--- src/rtl/cpu_pkg.sv ---
// rtl/cpu_pkg.sv - shared bus widths and the memory-bus sequencer state type
package cpu_pkg;

  localparam int DATA_W = 8;
  localparam int ADDR_W = 8;

  typedef enum logic [1:0] {
    IDLE   = 2'd0,
    ACCESS = 2'd1,
    WAIT   = 2'd2,
    DONE   = 2'd3
  } bus_state_t;

endpackage

--- src/rtl/ram_sp.sv ---
// rtl/ram_sp.sv - single-port synchronous RAM, write on we, read through RD_LAT registered stages
module ram_sp
  import cpu_pkg::*;
#(
  parameter int MEM_DEPTH = 256,
  parameter int RD_LAT    = 2
) (
  input  logic              clk,
  input  logic              we,
  input  logic              re,
  input  logic [ADDR_W-1:0] addr,
  input  logic [DATA_W-1:0] din,
  output logic [DATA_W-1:0] dout
);

  logic [DATA_W-1:0] mem  [MEM_DEPTH];
  logic [DATA_W-1:0] pipe [RD_LAT];
  logic              in_range;

  // Out-of-range addresses read as zero and never modify the array
  assign in_range = {1'b0, addr} < (ADDR_W + 1)'(MEM_DEPTH);

  always_ff @(posedge clk) begin
    if (we && in_range) begin
      mem[addr] <= din;
    end
    if (re) begin
      pipe[0] <= in_range ? mem[addr] : '0;
    end
    for (int i = 1; i < RD_LAT; i++) begin
      pipe[i] <= pipe[i-1];
    end
  end

  assign dout = pipe[RD_LAT-1];

endmodule

--- src/rtl/mem_bus_ctrl.sv ---
// rtl/mem_bus_ctrl.sv - memory-bus sequencer: fixed-latency byte access to ram_sp, bus_ready level
// Optional I/O port decode at IO_ADDR when MEM_BUS_IO_EN is defined.
module mem_bus_ctrl
  import cpu_pkg::*;
#(
  parameter int MEM_DEPTH = 256,
  parameter int RD_LAT    = 2
`ifdef MEM_BUS_IO_EN
  , parameter logic [ADDR_W-1:0] IO_ADDR = 8'hFF
`endif
) (
  input  logic              clk,
  input  logic              reset_cycle,
  input  logic              req_rd,
  input  logic              req_wr,
  input  logic [ADDR_W-1:0] addr,
  input  logic [DATA_W-1:0] wdata,
  output logic [DATA_W-1:0] rdata,
  output logic              bus_ready,
  output logic              busy
`ifdef MEM_BUS_IO_EN
  , output logic [DATA_W-1:0] io_out,
  output logic              io_out_stb,
  input  logic [DATA_W-1:0] io_in
`endif
);

  generate
    if (RD_LAT < 1 || RD_LAT > 4) begin : g_bad_rd_lat
      $error("mem_bus_ctrl: RD_LAT must be in 1..4");
    end
  endgenerate

  localparam logic [2:0] LAT_LOAD = 3'(RD_LAT - 1);

  bus_state_t        state, state_nxt;
  logic [ADDR_W-1:0] acc_addr;
  logic [DATA_W-1:0] acc_wdata;
  logic              acc_wr;
  logic [2:0]        lat_cnt;
  logic              ram_we, ram_re;
  logic [DATA_W-1:0] ram_dout;
  logic              is_io;

`ifdef MEM_BUS_IO_EN
  assign is_io      = (acc_addr == IO_ADDR);
  assign io_out_stb = (state == ACCESS) && acc_wr && is_io;
`else
  assign is_io = 1'b0;
`endif

  always_ff @(posedge clk or posedge reset_cycle) begin
    if (reset_cycle) begin
      state <= IDLE;
    end else begin
      state <= state_nxt;
    end
  end

  always_comb begin
    state_nxt = state;
    ram_we    = 1'b0;
    ram_re    = 1'b0;
    case (state)
      IDLE: begin
        if (req_wr || req_rd) begin
          state_nxt = ACCESS;
        end
      end
      ACCESS: begin
        if (acc_wr) begin
          ram_we    = !is_io;
          state_nxt = DONE;
        end else begin
          ram_re    = !is_io;
          state_nxt = (RD_LAT == 1) ? DONE : WAIT;
        end
      end
      WAIT: begin
        // lat_cnt reaches zero on this edge
        if (lat_cnt == 3'd1) begin
          state_nxt = DONE;
        end
      end
      DONE: begin
        state_nxt = IDLE;
      end
      default: state_nxt = IDLE;
    endcase
  end

  always_ff @(posedge clk or posedge reset_cycle) begin
    if (reset_cycle) begin
      rdata     <= '0;
      bus_ready <= 1'b0;
      busy      <= 1'b0;
      acc_addr  <= '0;
      acc_wdata <= '0;
      acc_wr    <= 1'b0;
      lat_cnt   <= '0;
`ifdef MEM_BUS_IO_EN
      io_out    <= '0;
`endif
    end else begin
      case (state)
        IDLE: begin
          // Write wins when both requests arrive together; the read is dropped
          if (req_wr || req_rd) begin
            acc_addr  <= addr;
            acc_wdata <= wdata;
            acc_wr    <= req_wr;
            bus_ready <= 1'b0;
            busy      <= 1'b1;
          end
        end
        ACCESS: begin
          lat_cnt <= LAT_LOAD;
`ifdef MEM_BUS_IO_EN
          if (acc_wr && is_io) begin
            io_out <= acc_wdata;
          end
`endif
        end
        WAIT: begin
          lat_cnt <= lat_cnt - 3'd1;
        end
        DONE: begin
          if (!acc_wr) begin
`ifdef MEM_BUS_IO_EN
            rdata <= is_io ? io_in : ram_dout;
`else
            rdata <= ram_dout;
`endif
          end
          bus_ready <= 1'b1;
          busy      <= 1'b0;
        end
        default: ;
      endcase
    end
  end

  ram_sp #(
    .MEM_DEPTH(MEM_DEPTH),
    .RD_LAT   (RD_LAT)
  ) u_ram (
    .clk (clk),
    .we  (ram_we),
    .re  (ram_re),
    .addr(acc_addr),
    .din (acc_wdata),
    .dout(ram_dout)
  );

endmodule
--- config.mk ---
export PLATFORM = sky130hd
export DESIGN_NAME = mem_bus_ctrl
export DESIGN_NICKNAME = d
export VERILOG_FILES = /design/src/rtl/cpu_pkg.sv /design/src/rtl/ram_sp.sv /design/src/rtl/mem_bus_ctrl.sv
export SDC_FILE = /design/constraint.sdc
export NUM_CORES = 2
export LEC_CHECK = 0
export BUFFER_PORTS_ARGS = -buffer_cell sky130_fd_sc_hd__buf_2
export CORE_MARGIN = 8
export CORE_UTILIZATION = 40
export CTS_BUF_LIST = sky130_fd_sc_hd__clkbuf_8
export DETAILED_ROUTE_END_ITERATION = 10
export PLACE_DENSITY = 0.65
export SYNTH_ARGS = -nofsm -noshare
export SYNTH_HDL_FRONTEND = slang
export SYNTH_SLANG_ARGS = --single-unit
export TNS_END_PERCENT = 20
--- constraint.sdc ---
create_clock -name clk -period 9.15 [get_ports clk]
set_input_delay 1.83 -clock clk [delete_from_list [all_inputs] [get_ports clk]]
set_output_delay 1.83 -clock clk [all_outputs]
set_load 0.03 [all_outputs]
Word-level counts from Yosys, hierarchy flattened
Memory sizes are Yosys's and may differ from the RTL's. A register that Yosys moved wholly into a read port is not among the register bits.
Index checks and enable logic that the tools add are counted.

cells by class
  $add $sub $neg = 1
  equal/unequal tests = 6
  muxes and demuxes = 17
  bitwise logic cells = 1
  reduce and logical (&&, ||, !) cells = 8

operators with widths
  kind                   number
  $mux W1                11
  $pmux W2 S4            1
  $reduce_and A2 Y1      4
  $pmux W3 S2            1
  $eq A2 B2 Y1 const B   2
  $mux W2                2
  $ne A2 B2 Y1 const B   2
  $pmux W1 S2            2
  $reduce_bool A2 Y1     2
  $eq A3 B1 Y1 const B   1
  $sub A3 B1 Y3 const B  1
  $eq A2 B1 Y1 const B   1
  $logic_not A2 Y1       1
  $logic_or A1 B1 Y1     1
  $not A1 Y1             1

word-level totals
  flip-flop bits (word level) = 24
  bits in writable memories = 2064
  input port bits = 20
  output and inout port bits = 10
  memories = 2

memories
  memory      words  width  read ports  clocked after Yosys merged registers in  wr ports  line          text
  u_ram.mem   256    8      1           0                                        1         ram_sp.sv:16  logic [DATA_W-1:0] mem [MEM_DEPTH];
  u_ram.pipe  2      8      2           1                                        2         ram_sp.sv:17  logic [DATA_W-1:0] pipe [RD_LAT];

Longest topological paths before layout
  depth after elaboration = 4
  mapped depth = 9

By module
From an unflattened synthesis, not the netlist that was laid out.

unflattened totals
  cell total of the unflattened synthesis = 3660
  area total of the unflattened synthesis = 80219.4 um2

by module, submodules not included
  module        times used  cells an instance  area each (um2)  sequential area each (um2)
  ram_sp        1           3560               78801.8          61899.4
  mem_bus_ctrl  1           100                1417.6           800.8

Least setup slack after synthesis
Ideal clock, no wire load.

  path type = reg-to-reg
  from = reg acc_wdata[0]
  to = mem u_ram.mem[0][0], data pin
  setup time = 0.803 ns
  arrival = 3.179 ns
  setup slack = 5.168 ns
  cell stages (with the launch flop) = 1
  buffers on the path = 0
  path through = dfrtp_1

RTL lines
  item                    line                 text
  start, declared         mem_bus_ctrl.sv:38   logic [DATA_W-1:0] acc_wdata;
  start signal, assigned  mem_bus_ctrl.sv:110  acc_wdata <= wdata;
  end, declared           ram_sp.sv:16

Straight into the memory's write port.

==> flow_summary_export.csv <==
group,metric,value,unit
run,max-cap-violations,0,
placement,place_congestion,0.7909,
die,die_h,463.4,um
worst_setup_path,r2r_cells,7,
worst_setup_path,critPathCaptureType,"register",
final_layout,final_cell_area,89360,um^2
power_and_ir_drop,sequentialPowerShare,46.0,%
synth,syn_nets,3679,
worst_setup_path,crit_path_start_kind,"register",
grt,grt_use_total,17.43,%
sta,min_period,4790,ps
clocking,ctsHoldBuffers,0,
worst_hold_path,min_path_cells,0,
sta,fin_tns_setup,0,ps
routing,drc,0,
grt,grt_max_degree,221,
final_layout,postLayoutCoreUtil,44.85,%
synth,yosysUniqueCellTypes,30,
synth,yosys-top-cells-count,"edfxtp_1 (2,056), mux4_2 (512), a22oi_1 (256)",
worst_setup_path,cp.arrival,5490,ps
status,status,"finished clean",
routing,wirelength,192700,um
worst_setup_path,critPathRequiredTime,9850,ps
synth,synth.area.top_cells,"edfxtp_1 (77%), mux4_2 (14%), a22oi_1 (2.4%)",
routing,vias_per_cell,5.724,
placement,post_dp_cell_area,83610,um^2
synth,synth_top_area_share,77.12,%
routing,dr_total_vias,38853,
power_and_ir_drop,power.density,309.2,nW/um^2
grt,grt_first_pass_wirelength,279700,um
grt,grt_overflow_total,0,
power_and_ir_drop,switching_power,9.081,mW
worst_hold_path,min_to,"u_ram.pipe[1][1]",
clocking,cts_buffer_depth,4,
synth,postSynth.asyncResetShare,1.527,%
power_and_ir_drop,p_leak,27.37,nW
die,start_util,40.18,%
sta,period_share,52.35,%
clocking,clk_latency,1030,ps
clocking,clk_pin_slew_worst_paths,60,ps
grt,antenna_found_initial,4,
clocking,cts_setup_buffers,0,
power_and_ir_drop,ir_drop,0.2571,mV
power_and_ir_drop,p_comb_share,28.3,%
worst_hold_path,hold_start,"u_ram.pipe[0][1]",
clocking,h-tree-depth,5,
final_layout,layout-drive-gt1-share,26.93,%
die,coreArea,199200,um^2
clocking,clock-sinks,2096,
die,rows,164,
power_and_ir_drop,internal-power,18.55,mW
sta,hold_viol_final,0,
die,chipWidth,463.4,um
synth,ys.flop_type,"edfxtp_1",
routing,dr.pass1.iters,6,
clocking,ctsResizeCount,0,
placement,dp_hpwl,109400,um
sta,fin_skew,81.31,ps
die,pin_count,30,
worst_setup_path,crit_fanout,62,
worst_setup_path,reg2reg_from,"acc_addr[0]",
sta,tightest_slew,1369,ps
synth,yosysTopAreaCell,"edfxtp_1",
synth,yosysSeqAreaShare,78.32,%
sta,relSlewSlack,7.510,%
grt,grt_pass1_vias,39951,
power_and_ir_drop,clkPwrFrac,25.7,%
synth,ys_seq_elements,2096,
synth,synth_cells,3652,
routing,antenna_left,0,
synth,yosysWarnings,0,
synth,synth_most_common_cell,"edfxtp_1",
worst_hold_path,hold_path.class,"register to register",
power_and_ir_drop,swShare,32.86,%
clocking,numCtsBuffers,334,
final_layout,fillCellCount,16533,
sta,fmax,208.8,MHz
final_layout,area_growth,11.63,%
routing,drtIter0Drc,4565,
clocking,cts_tree,"built",
sta,final_max_slew_viol_count,0,
sta,finalSetupViolCount,0,
routing,wl_per_cell,28.39,um
final_layout,final_nets,3929,
clocking,root_buffer,"clkbuf_8",
worst_setup_path,reg2reg_to,"u_ram.pipe[0][2]",
worst_setup_path,r2r_slack,4360,ps
sta,rsz0062_at_grt,"no",
synth,syn_area,80050,um^2
worst_setup_path,criticalPathCategory,"register to register",
synth,avgSynthCellArea,21.92,um^2
die,die-area,214700,um^2
synth,synth-edff-count,2056,
placement,io_buffers,29,
-- area by class of cell --
class	instances	area, um^2	area share (%)
Antenna cell	7	17.52	0.01960
Clock buffer	349	4803	5.375
Clock inverter	210	932.1	1.043
Inverter	7	26.28	0.02940
Multi-Input combinational cell	1311	16370	18.32
Sequential cell	2096	62740	70.21
Tap cell	2656	3323	3.719
Timing Repair Buffer	152	1154	1.291
-- power by group through the flow --
stage                     clock (mW)  sequential, mW  combinational (mW)
after CTS                       7.24            12.7                7.92
after global placement             0            12.9                7.80
after detailed placement           0            12.9                7.92
after global routing            7.62            12.8                8.26
final                           7.10            12.7                7.83
after floorplan                    0            13.4                4.63
-- registers in the layout, indices dropped and copies added, names as in the netlist --
signal,flops
acc_addr,8
lat_cnt,3
bus_ready,1
acc_wr,1
u_ram.pipe,16
acc_wdata,8
rdata,8
state,2
busy,1
u_ram.mem,2048
-- worst max-delay path: stages, from the launching register on --
cell and delay [ps]:
dfrtp_4 890, buf_12 400, buf_4 730, mux4_2 640, a22oi_1 220, a21oi_1 150, o41ai_1 1080, nand4_1 210
-- per-stage QoR --
| stage | hold slack (ps) | std cells | total power [mW] | setup slack, ps |
|---|---|---|---|---|
| after floorplan | 323.3 | 3652 | 18.05 | 5168 |
| after global placement | 331.9 | 6220 | 20.69 | 4071 |
| after detailed placement | 332.8 | 6222 | 20.84 | 4225 |
| after CTS | 354.3 | 6781 | 27.88 | 4207 |
| after global routing | 353.5 | 6786 | 28.64 | 4014 |
| final | 350.7 | 6788 | 27.63 | 4360 |
-- kinds of logic after synthesis --
| kind of cell | after synthesis | share of synthesized area, % |
|---|---|---|
| AO/OA/AOI/OAI | 428 | 3.634 |
| adder cells (fa/ha/maj) | 7 | 0.1094 |
| buffers and inverters | 245 | 1.408 |
| flip-flops | 2096 | 78.32 |
| multiplexers | 536 | 14.74 |
| AND/OR/NAND/NOR | 340 | 1.783 |
-- cells in the final DEF (no fill, tap or decap), types with 4 or more instances in the layout --
cell type / instances
edfxtp_1: 2056
mux4_2: 512
clkbuf_8: 349
a22oi_1: 256
nor2_1: 218
a21oi_1: 131
inv_1: 115
buf_4: 115
clkinv_1: 69
nor3_1: 36
nand2_1: 33
buf_2: 30
o41ai_1: 25
mux2_2: 24
dfrtp_1: 22
clkinv_2: 18
nand4_1: 11
dfrtp_4: 10
clkinvlp_4: 10
nor3_2: 9
dfxtp_1: 8
diode_2: 7
o41ai_2: 7
ha_1: 7
buf_12: 7
o21ai_0: 6
nor2b_1: 6
nand3_1: 6
or2_2: 4
nand2b_1: 4
-- how the worst max path moves through the flow --
stage | start | endpoint | slack [ps]
CTS | acc_addr[0] | u_ram.pipe[0][1] | 4210
global route | acc_addr[0] | u_ram.pipe[0][2] | 4010
detailed placement | acc_addr[0] | u_ram.pipe[0][1] | 4220
floorplan | acc_wdata[0] | u_ram.mem[0][0] | 5170
global placement | acc_addr[0] | u_ram.pipe[0][7] | 4070
finish | acc_addr[0] | u_ram.pipe[0][2] | 4360
-- per-layer routing --
metal | share of wire (%) | GRT usage [%] | up-vias
met4 | 3.4 | 6.081 | 0
li1 | - | - | 15984
met1 | 40 | 23.38 | 20702
met3 | 8.2 | 3.950 | 358
met2 | 49 | 28.22 | 1809
met5 | 0 | 0 | -
Power figures use the tool's default switching activity.
